===== config.mk =====
export PLATFORM = sky130hd
export DESIGN_NAME = pong_ball_ctrl
export DESIGN_NICKNAME = d
export VERILOG_FILES = /design/src/rtl/pong_ball_ctrl.sv
export SDC_FILE = /design/constraint.sdc
export NUM_CORES = 1
export LEC_CHECK = 0
export ABC_CLOCK_PERIOD_IN_PS = 4210
export BUFFER_PORTS_ARGS = -buffer_cell sky130_fd_sc_hd__buf_4
export CORE_ASPECT_RATIO = 1.75
export CORE_UTILIZATION = 64
export DETAILED_ROUTE_END_ITERATION = 10
export GPL_TIMING_DRIVEN = 0
export PLACE_DENSITY = 0.86
export SLEW_MARGIN = 20
export SYNTH_ARGS = -nofsm -noshare
export SYNTH_HDL_FRONTEND = slang
export SYNTH_SLANG_ARGS = --single-unit

===== constraint.sdc =====
create_clock -name i_Clk -period 4.21 [get_ports i_Clk]
set_input_delay 0.6315 -clock i_Clk [delete_from_list [all_inputs] [get_ports i_Clk]]
set_output_delay 0.6315 -clock i_Clk [all_outputs]
set_load 0.005 [all_outputs]

===== src/rtl/pong_ball_ctrl.sv =====
// pong_ball_ctrl
//   Ball motion, bounce and scoring engine for two-player Pong. The ball moves
//   one tile in X and one tile in Y on every step, where a step is one
//   c_BALL_SPEED+1 clock period. The ball reflects off the top and bottom
//   walls and off the paddles. If the ball misses a paddle, the opposite
//   player scores. The ball then re-centres and the engine waits for a serve.
//
// Ports
//   i_Clk            system clock
//   i_Reset          synchronous active-high reset
//   i_Game_Start     single-cycle serve request (honoured only in IDLE)
//   i_Col_Count      current tile column from the tile scanner
//   i_Row_Count      current tile row from the tile scanner
//   i_Paddle_Y_P1    left paddle top row
//   i_Paddle_Y_P2    right paddle top row
//   o_Draw_Ball      registered: the ball occupies the scanned tile
//   o_Ball_X         ball column
//   o_Ball_Y         ball row
//   o_P1_Score_Pulse one-cycle pulse, left player scored
//   o_P2_Score_Pulse one-cycle pulse, right player scored
//   o_Active         high while the ball is in play
module pong_ball_ctrl #(
    parameter int c_GAME_WIDTH    = 40,
    parameter int c_GAME_HEIGHT   = 30,
    parameter int c_PADDLE_HEIGHT = 5,
    parameter int c_PADDLE_COL_P1 = 0,
    parameter int c_PADDLE_COL_P2 = 39,
    parameter int c_BALL_SPEED    = 1250000
) (
    input  logic       i_Clk,
    input  logic       i_Reset,
    input  logic       i_Game_Start,
    input  logic [5:0] i_Col_Count,
    input  logic [5:0] i_Row_Count,
    input  logic [5:0] i_Paddle_Y_P1,
    input  logic [5:0] i_Paddle_Y_P2,
    output logic       o_Draw_Ball,
    output logic [5:0] o_Ball_X,
    output logic [5:0] o_Ball_Y,
    output logic       o_P1_Score_Pulse,
    output logic       o_P2_Score_Pulse,
    output logic       o_Active
);

    localparam logic [5:0]  CENTER_X      = 6'(c_GAME_WIDTH / 2);
    localparam logic [5:0]  CENTER_Y      = 6'(c_GAME_HEIGHT / 2);
    localparam logic [5:0]  BOTTOM_ROW    = 6'(c_GAME_HEIGHT - 1);
    localparam logic [5:0]  COL_BEFORE_P2 = 6'(c_PADDLE_COL_P2 - 1);
    localparam logic [5:0]  COL_AFTER_P1  = 6'(c_PADDLE_COL_P1 + 1);
    localparam logic [6:0]  PADDLE_SPAN   = 7'(c_PADDLE_HEIGHT);
    localparam logic [31:0] STEP_LAST     = 32'(c_BALL_SPEED);

    typedef enum logic [1:0] {
        IDLE    = 2'd0,
        RUNNING = 2'd1,
        SCORED  = 2'd2
    } state_t;

    state_t      state, state_nxt;
    logic [31:0] count, count_nxt;
    logic [5:0]  ball_x, ball_x_nxt;
    logic [5:0]  ball_y, ball_y_nxt;
    logic        dir_right, dir_right_nxt;   // 1 = moving right
    logic        dir_down, dir_down_nxt;     // 1 = moving down
    logic        p1_pulse_nxt, p2_pulse_nxt;
    logic        hit_p1, hit_p2;
    logic        step_now;

    // The paddle bound is formed at 7 bits, so a paddle near row 63 cannot
    // wrap around and appear to cover the top rows.
    assign hit_p1 = ({1'b0, ball_y} >= {1'b0, i_Paddle_Y_P1}) &&
                    ({1'b0, ball_y} <= ({1'b0, i_Paddle_Y_P1} + PADDLE_SPAN));
    assign hit_p2 = ({1'b0, ball_y} >= {1'b0, i_Paddle_Y_P2}) &&
                    ({1'b0, ball_y} <= ({1'b0, i_Paddle_Y_P2} + PADDLE_SPAN));

    assign step_now = (count == STEP_LAST);

    always_comb begin
        state_nxt     = state;
        count_nxt     = count;
        ball_x_nxt    = ball_x;
        ball_y_nxt    = ball_y;
        dir_right_nxt = dir_right;
        dir_down_nxt  = dir_down;
        p1_pulse_nxt  = 1'b0;
        p2_pulse_nxt  = 1'b0;

        case (state)
            IDLE: begin
                count_nxt  = '0;
                ball_x_nxt = CENTER_X;
                ball_y_nxt = CENTER_Y;
                if (i_Game_Start) begin
                    state_nxt = RUNNING;
                end
            end

            RUNNING: begin
                if (!step_now) begin
                    count_nxt = count + 32'd1;
                end else begin
                    count_nxt = '0;

                    // X axis: the paddle test happens one column before the
                    // paddle, using the pre-step row.
                    if (dir_right && ball_x == COL_BEFORE_P2) begin
                        if (hit_p2) begin
                            dir_right_nxt = 1'b0;
                            ball_x_nxt    = ball_x - 6'd1;
                        end else begin
                            p1_pulse_nxt = 1'b1;
                        end
                    end else if (!dir_right && ball_x == COL_AFTER_P1) begin
                        if (hit_p1) begin
                            dir_right_nxt = 1'b1;
                            ball_x_nxt    = ball_x + 6'd1;
                        end else begin
                            p2_pulse_nxt = 1'b1;
                        end
                    end else if (dir_right) begin
                        ball_x_nxt = ball_x + 6'd1;
                    end else begin
                        ball_x_nxt = ball_x - 6'd1;
                    end

                    // Y axis: reflect off the bottom and top walls.
                    if (dir_down && ball_y == BOTTOM_ROW) begin
                        dir_down_nxt = 1'b0;
                        ball_y_nxt   = ball_y - 6'd1;
                    end else if (!dir_down && ball_y == 6'd0) begin
                        dir_down_nxt = 1'b1;
                        ball_y_nxt   = ball_y + 6'd1;
                    end else if (dir_down) begin
                        ball_y_nxt = ball_y + 6'd1;
                    end else begin
                        ball_y_nxt = ball_y - 6'd1;
                    end

                    // A miss overrides the motion. The next serve heads
                    // toward the player who conceded, and dir_y is kept.
                    if (p1_pulse_nxt || p2_pulse_nxt) begin
                        ball_x_nxt    = CENTER_X;
                        ball_y_nxt    = CENTER_Y;
                        dir_right_nxt = p1_pulse_nxt;
                        dir_down_nxt  = dir_down;
                        state_nxt     = SCORED;
                    end
                end
            end

            SCORED: begin
                if (!step_now) begin
                    count_nxt = count + 32'd1;
                end else begin
                    count_nxt = '0;
                    state_nxt = IDLE;
                end
            end

            default: begin
                state_nxt = IDLE;
                count_nxt = '0;
            end
        endcase
    end

    always_ff @(posedge i_Clk) begin
        if (i_Reset) begin
            state            <= IDLE;
            count            <= '0;
            ball_x           <= CENTER_X;
            ball_y           <= CENTER_Y;
            dir_right        <= 1'b1;
            dir_down         <= 1'b1;
            o_Draw_Ball      <= 1'b0;
            o_P1_Score_Pulse <= 1'b0;
            o_P2_Score_Pulse <= 1'b0;
            o_Active         <= 1'b0;
        end else begin
            state            <= state_nxt;
            count            <= count_nxt;
            ball_x           <= ball_x_nxt;
            ball_y           <= ball_y_nxt;
            dir_right        <= dir_right_nxt;
            dir_down         <= dir_down_nxt;
            o_P1_Score_Pulse <= p1_pulse_nxt;
            o_P2_Score_Pulse <= p2_pulse_nxt;
            o_Active         <= (state_nxt == RUNNING);
            // Draw strobe compares against the ball position before this edge.
            o_Draw_Ball      <= (i_Col_Count == ball_x) && (i_Row_Count == ball_y);
        end
    end

    assign o_Ball_X = ball_x;
    assign o_Ball_Y = ball_y;

endmodule


==> metrics.md, run 1 <==
| Metric | Value |
|---|---|
| WP data arrival | 3090 ps |
| Slowest CP cell | a21oi_2 |
| Critical R2R Launch | o_Ball_Y[0] |
| Port Buffer Count | 42 |
| Worst VDD drop | 0.2690 mV |
| CTS tree | built |
| DRC Markers | 0 |
| Diode count | 0 |
| CTS Buf Count | 5 |
| Final core occ | 0.7610 |
| Vias in the first global route | 3385 |
| Width of the die | 59.73 um |
| R2R Setup Slk | 1460 ps |
| Ordered list of cells on the worst path | buf_4, ha_1, o21ai_0, xnor2_1, ha_1, a21o_1, a21oi_1, o21ai_0, a21oi_2, nand3_1, a211o_1 |
| FF-to-FF path depth | 9 |
| Max Cap Viol | 0 |
| Initial Utilization | 0.6682 |
| Syn Inst Count | 440 |
| CTS sink cnt | 52 |
| CP Capture Type | flip-flop |
| Die H | 103.0 um |
| Post-synthesis sequential area ratio | 0.2789 |
| H-tree Lvls | 2 |
| Synth area leaders | dfxtp_1 28%, ha_1 13%, xor2_1 6.8%, nor2_1 5.2%, xnor2_1 4.9% |
| Crit-path max cell delay | 510 ps |
| HP Class | reg -> reg |
| Slew headroom | 0.5252 |
| Postcts setup bufs | 0 |
| Number of synthesized flops with an enable pin | 0 |
| Met2 usage | 0.6017 |
| Final hold vios | 0 |
| Fillers | 453 |
| R2r endpoint | o_Ball_Y[3] |
| Critical path type | in -> reg |
| Worst-skew pair later-pin latency | 310 ps |
| Largest net degree at the start of global routing | 16 |
| Post-synthesis cell type count | 66 |
| Wire length of the first global-routing pass | 14.14 mm |
| Initial DRT Pass Iterations | 4 |
| Post-synth top area share | 0.2789 |
| Yosys warns | 0 |
| Crit-path max FO | 10 |
| RSZ-0062 raised after global routing | no |
| Top Ports | 43 |
| Pwr Total | 1123 uW |
| Post-Route WL | 8.776 mm |
| Netlist Area Pre-Place | 3732 um2 |
| Root Driver | clkbuf_8 |
| Routed len/inst | 15.51 um |
| Layout cell share with drive strength beyond 1 | 0.1673 |
| Pwr/cell area | 264.2 nW/um2 |
| Final min period | 2883 ps |
| Initial DRC count | 84 |
| Top FF cell, synth | dfxtp_1 |
| Placed cell count | 558 |
| Met1 usage | 0.2718 |
| CP required | 4410 ps |
| Post-route insts no fill | 566 |
| # rows | 36 |
| Fmax | 0.3468 GHz |
| Layout overhead on the synthesized area | 13.88% |
| Hold_buf cts | 0 |
| Synth area leader | dfxtp_1 |
| Startpoint types | input port |
| Setup TNS | 0 ps |
| Worst slew pin tran | 708.9 ps |
| Outcome | complete, no violations |
| Global routing's busiest layer | met2 |
| Pre-CTS setup slack | 1068 ps |
| Setup Skew | 11.23 ps |
| Critical Path Sink | dir_down |
| GRT overflow | 0 |
| All-Layer GR Usage | 0.2998 |
| Final layout net count | 555 |
| Final ANT Viol Nets | 0 |
| Via count | 3430 |
| Clock transition at path regs | 90 ps |
| GR Util met3 | 0.04517 |
| Fin crit share | 0.6849 |
| Syn Nets | 506 |
| RD Place Congestion | 0.9728 |
| Antenna violations before repair | 0 |
| Cts repair resizes | 0 |
| Deepest clock path buffer count | 2 |
| Core Footprint | 5585 um2 |
| Final setup fails | 0 |
| DP HPWL | 6.927 mm |
| Max-slew violations | 0 |
| Flops & latches, synth | 52 |
| Via/cell ratio | 6.060 |
| Worst setup margin | 1327 ps |
| Synthesized area per cell | 8.483 um2 |
| Die area | 6153 um2 |
| Ys async rst share | 0 |
| Crit path from | i_Paddle_Y_P1[0] |
| LEAKAGE | 0.001723 uW |
## per-stage QoR
step                instance area, um2  hold WS, ps
detailed placement                4143        501.6
global placement                  4143        491.1
floorplan                         3732        460.3
CTS                               4250        525.8
global route                      4250        553.0
finish                            4250        530.3
## routing by layer
| layer | vias to the layer above | wire length [um] |
|---|---|---|
| met5 | - | 0 |
| met4 | 0 | 358 |
| met3 | 32 | 264 |
| met2 | 82 | 4976 |
| met1 | 1635 | 3177 |
| li1 | 1681 | - |
## worst min path at each step
| stage | cells past startpoint | slack [ps] | end | from |
|---|---|---|---|---|
| floorplan | 1 | 460 | count[0] | count[0] |
| global placement | 1 | 490 | count[0] | count[0] |
| detailed placement | 2 | 500 | count[31] | count[31] |
| CTS | 2 | 530 | count[31] | count[31] |
| global route | 2 | 550 | count[31] | count[31] |
| finish | 2 | 530 | count[31] | count[31] |
## state kept, by name, summed over array words and instances, names as in the netlist
signal,count
dir_right,1
state,2
o_P1_Score_Pulse,1
o_Draw_Ball,1
o_Ball_X,6
dir_down,1
o_P2_Score_Pulse,1
o_Ball_Y,6
count,32
o_Active,1
## power breakdown
part / total [uW] / internal [uW] / switching [uW]
Clock: 342 / 177 / 165
Combinational: 259 / 115 / 144
Sequential: 522 / 502 / 19.8
## kinds of logic (layout without fill, tap and decap cells)
logic type	count (synthesis)	count (layout)	synth area share
AND/OR/NAND/NOR	191	191	0.2943
buffers and inverters	37	87	0.04056
flip-flops	52	52	0.2789
AO/OA/AOI/OAI	68	68	0.1297
multiplexers	3	3	0.008381
XOR/XNOR	50	50	0.1173
adder cells (fa/ha/maj)	39	39	0.1307
## cells in the final DEF (no fill, tap or decap), types with 6 or more instances in the layout
| master | Yosys | routed |
|---|---|---|
| nor2_1 | 52 | 52 |
| dfxtp_1 | 52 | 52 |
| buf_4 | 1 | 43 |
| ha_1 | 39 | 39 |
| xor2_1 | 29 | 29 |
| nand3_1 | 28 | 28 |
| inv_1 | 26 | 26 |
| nand2_1 | 24 | 24 |
| xnor2_1 | 21 | 21 |
| a21oi_1 | 18 | 18 |
| nand4_1 | 14 | 14 |
| nor3_1 | 12 | 12 |
| and3_1 | 11 | 11 |
| o21ai_0 | 9 | 9 |
| nor4_1 | 7 | 7 |
| a31oi_1 | 6 | 6 |
| a21o_1 | 6 | 6 |
## worst max-delay path: cells and delay by family
family / cells / cell delay (ps)
compound gates: 6 / 1520
fa+ha+maj: 2 / 490
xor+xnor: 1 / 160
simple gates: 1 / 150
buf+inv: 1 / 120
## synthesized netlist by cell type, types with 2 or more instances
cell       instances
and2_1             3
buf_2              5
or2_2              2
o32ai_1            2
ha_1              39
nand2_1           24
mux2i_1            2
a211oi_1           3
a21o_1             6
nor2_1            52
or3_1              5
clkbuf_2           2
xor2_1            29
nand3b_1           2
o21bai_1           2
and3_1            11
o211ai_1           2
dfxtp_1           52
nand4_1           14
nor4b_1            2
clkbuf_1           3
nor3_1            12
nor4_4             2
xnor2_1           21
a31oi_1            6
o21ai_0            9
o2111ai_1          2
o21a_1             3
inv_1             26
nand3_1           28
nand2b_1           3
o211a_1            2
and4_1             5
nor4_1             7
a21oi_1           18
nor4b_2            3
a211oi_2           2
## cell type report
class | instances | area (um2) | share of cell area
multi-input combinational | 351 | 2540 | 0.5976
timing repair buffer | 42 | 315.3 | 0.07418
clock inverter | 2 | 35.03 | 0.008243
clock buffer | 6 | 72.57 | 0.01707
sequential | 52 | 1041 | 0.2449
inverter | 26 | 97.59 | 0.02296
buffer | 11 | 53.80 | 0.01266
tap | 76 | 95.09 | 0.02237
Power figures use the tool's default switching activity.
==> run 2: changes to the inputs <==
--- a/config.mk
+++ b/config.mk
@@ -5,13 +5,13 @@
 export SDC_FILE = /design/constraint.sdc
 export NUM_CORES = 1
 export LEC_CHECK = 0
-export ABC_CLOCK_PERIOD_IN_PS = 4210
+export ABC_CLOCK_PERIOD_IN_PS = 2800
 export BUFFER_PORTS_ARGS = -buffer_cell sky130_fd_sc_hd__buf_4
 export CORE_ASPECT_RATIO = 1.75
-export CORE_UTILIZATION = 64
+export CORE_UTILIZATION = 59
 export DETAILED_ROUTE_END_ITERATION = 10
 export GPL_TIMING_DRIVEN = 0
-export PLACE_DENSITY = 0.86
+export PLACE_DENSITY = 0.8
 export SLEW_MARGIN = 20
 export SYNTH_ARGS = -nofsm -noshare
 export SYNTH_HDL_FRONTEND = slang
==> constraint.sdc (replaced) <==
create_clock -name i_Clk -period 2.8 [get_ports i_Clk]
set_input_delay 0.42 -clock i_Clk [delete_from_list [all_inputs] [get_ports i_Clk]]
set_output_delay 0.42 -clock i_Clk [all_outputs]
set_load 0.005 [all_outputs]
==> metrics.md, run 2 (synthesized netlist as in run 1, its figures left out) <==
| Metric | Value |
|---|---|
| Initial DRT Pass Iterations | 4 (unchanged) |
| Root Driver | clkbuf_8 |
| Final ANT Viol Nets | 0 (unchanged) |
| Fillers | 496 (+9.5%) |
| Worst VDD drop | 0.4553 mV (+69%) |
| CTS Buf Count | 5 (unchanged) |
| Post-Route WL | 8.949 mm (+2.0%) |
| WP data arrival | 2840 ps (-250 ps) |
| Fin crit share | 0.9309 |
| RD Place Congestion | 0.8816 (-9.4%) |
| HP Class | in -> reg |
| Largest net degree at the start of global routing | 17 (+1) |
| Final min period | 2606 ps |
| Deepest clock path buffer count | 2 (unchanged) |
| Biggest register | count |
| CP required | 3030 ps (-1380 ps) |
| Critical R2R Launch | o_Ball_Y[0] |
| Slew headroom | 0.4627 (-0.06247) |
| All-Layer GR Usage | 0.2877 (-0.01211) |
| Crit-path max FO | 10 (unchanged) |
| Postcts setup bufs | 0 (unchanged) |
| Critical path type | in -> reg |
| Diode count | 0 (unchanged) |
| Antenna violations before repair | 0 (unchanged) |
| Final setup fails | 0 (unchanged) |
| DP HPWL | 6.925 mm (about the same) |
| Pwr Total | 1743 uW (+55%) |
| Commonest non-fill, non-tap cell in the layout | nor2_1 |
| Fmax | 0.3837 GHz |
| Via/cell ratio | 5.974 (-1.4%) |
| Crit path from | i_Paddle_Y_P1[0] |
| DRC Markers | 0 (unchanged) |
| GRT overflow | 0 (unchanged) |
| Placed cell count | 562 (+0.72%) |
| Startpoint types | input port |
| Wire length of the first global-routing pass | 15.30 mm (+8.2%) |
| Setup Skew | 18.89 ps (+7.663 ps) |
| Clock transition at path regs | 110 ps (+20 ps) |
| Flip-flop and latch area | 1044 um2 (+0.24%) |
| R2R Setup Slk | 230 ps (-1230 ps) |
| Max Cap Viol | 0 (unchanged) |
| Core Footprint | 6133 um2 (+9.8%) |
| Die H | 107.2 um (+4.1%) |
| Via count | 3405 (-0.73%) |
| Top Ports | 43 (unchanged) |
| CTS tree | built |
| Routed len/inst | 15.70 um (+1.3%) |
| Commonest non-fill, non-tap cells in the layout | 51 x nor2_1, 50 x dfxtp_1, 43 x buf_4 |
| Die area | 6661 um2 (+8.3%) |
| Pwr/cell area | 406.7 nW/um2 (+54%) |
| CP Capture Type | flip-flop |
| R2r endpoint | dir_down |
| H-tree Lvls | 2 (unchanged) |
| Final layout net count | 555 (unchanged) |
| Max-slew violations | 0 (unchanged) |
| Width of the die | 62.13 um (+4.0%) |
| RSZ-0062 raised after global routing | yes |
| Port Buffer Count | 42 (unchanged) |
| # rows | 38 (+5.6%) |
| Layout cell share with drive strength beyond 1 | 0.1796 (+0.01224) |
| Max FFs per register | 32 (unchanged) |
| LEAKAGE | 0.001729 uW (+0.36%) |
| CTS sink cnt | 52 (unchanged) |
| Worst-skew pair later-pin latency | 330 ps (+20 ps) |
| Vias in the first global route | 3513 (+3.8%) |
| Multi-input gate area | 2555 um2 (+0.59%) |
| Initial Utilization | 0.6085 (-0.05971) |
| Initial DRC count | 104 (+24%) |
| Worst slew pin tran | 802.2 ps (+93.26 ps) |
| Outcome | complete, no violations |
| FF-to-FF path depth | 8 (-1) |
| Layout overhead on the synthesized area | 14.85% |
| Final hold vios | 0 (unchanged) |
| Critical Path Sink | dir_down |
| Post-route insts no fill | 570 (+0.71%) |
[run 2: cell counts in the layout (fill, tap and decap cells not counted)]
No cell type changed its count.
[run 2: cell type report]
cell class | instances | area share
plain buffers | 11 | 0.01255
clock buffers | 6 | 0.01926
multi-input cells | 351 | 0.5960
clock inverters | 2 | 0.009048
well taps | 80 | 0.02335
inverters | 26 | 0.02277
flip-flops and latches | 52 | 0.2434
repair buffers | 42 | 0.07356
[run 2: how the worst min path moves through the flow]
stage                         from           to  slack (ps)  depth (start not counted)
finish              i_Col_Count[1]  o_Draw_Ball         380                          4
global route        i_Col_Count[2]  o_Draw_Ball         420                          4
CTS                 i_Col_Count[1]  o_Draw_Ball         380                          4
detailed placement        count[0]     count[0]         500                          1
global placement          count[0]     count[0]         480                          1
floorplan                 count[0]     count[0]         460                          1
[run 2: routing by layer]
layer / routed length [um] / global-route usage / part of all wire / vias up
li1: - / - / - / 1672
met3: 233 / 0.03191 / 0.026 / 32
met2: 5007 / 0.5722 / 0.56 / 80
met4: 361 / 0.1877 / 0.040 / 0
met1: 3347 / 0.2698 / 0.37 / 1621
met5: 0 / 0 / 0 / -
[run 2: through the flow]
| step | TNS [ps] | hold WS [ps] | util | worst slack (ps) | area [um2] |
|---|---|---|---|---|---|
| after floorplan | 0 | 460.3 | - | 230.1 | 3732 |
| after global placement | -547.1 | 484.5 | 0.6763 | -108.4 | 4148 |
| after detailed placement | -952.8 | 498.6 | 0.6763 | -171.4 | 4148 |
| after CTS | 0 | 376.5 | 0.6960 | 42.54 | 4269 |
| after global routing | 0 | 422.0 | 0.6989 | 16.18 | 4287 |
| final | 0 | 380.2 | 0.6989 | 193.6 | 4287 |
[run 2: power breakdown]
part | internal (uW) | switching [uW] | total [uW]
sequential | 755 | 28.7 | 783
combinational | 173 | 225 | 398
clock | 293 | 269 | 562
total | 1220 | 522 | 1740
[run 2: critical path: stages]
cell and delay, ps:
buf_4 130, ha_1 230, o21ai_0 210, xnor2_1 160, ha_1 270, a21o_1 180, a21oi_1 130, o21ai_0 180
a21oi_2 490, nand3_1 140, a211o_1 310
[run 2: what timing repair did]
item	CTS	global route
hold buffers	0	0
setup endpoints to repair	0	6
gates resized for setup	0	5
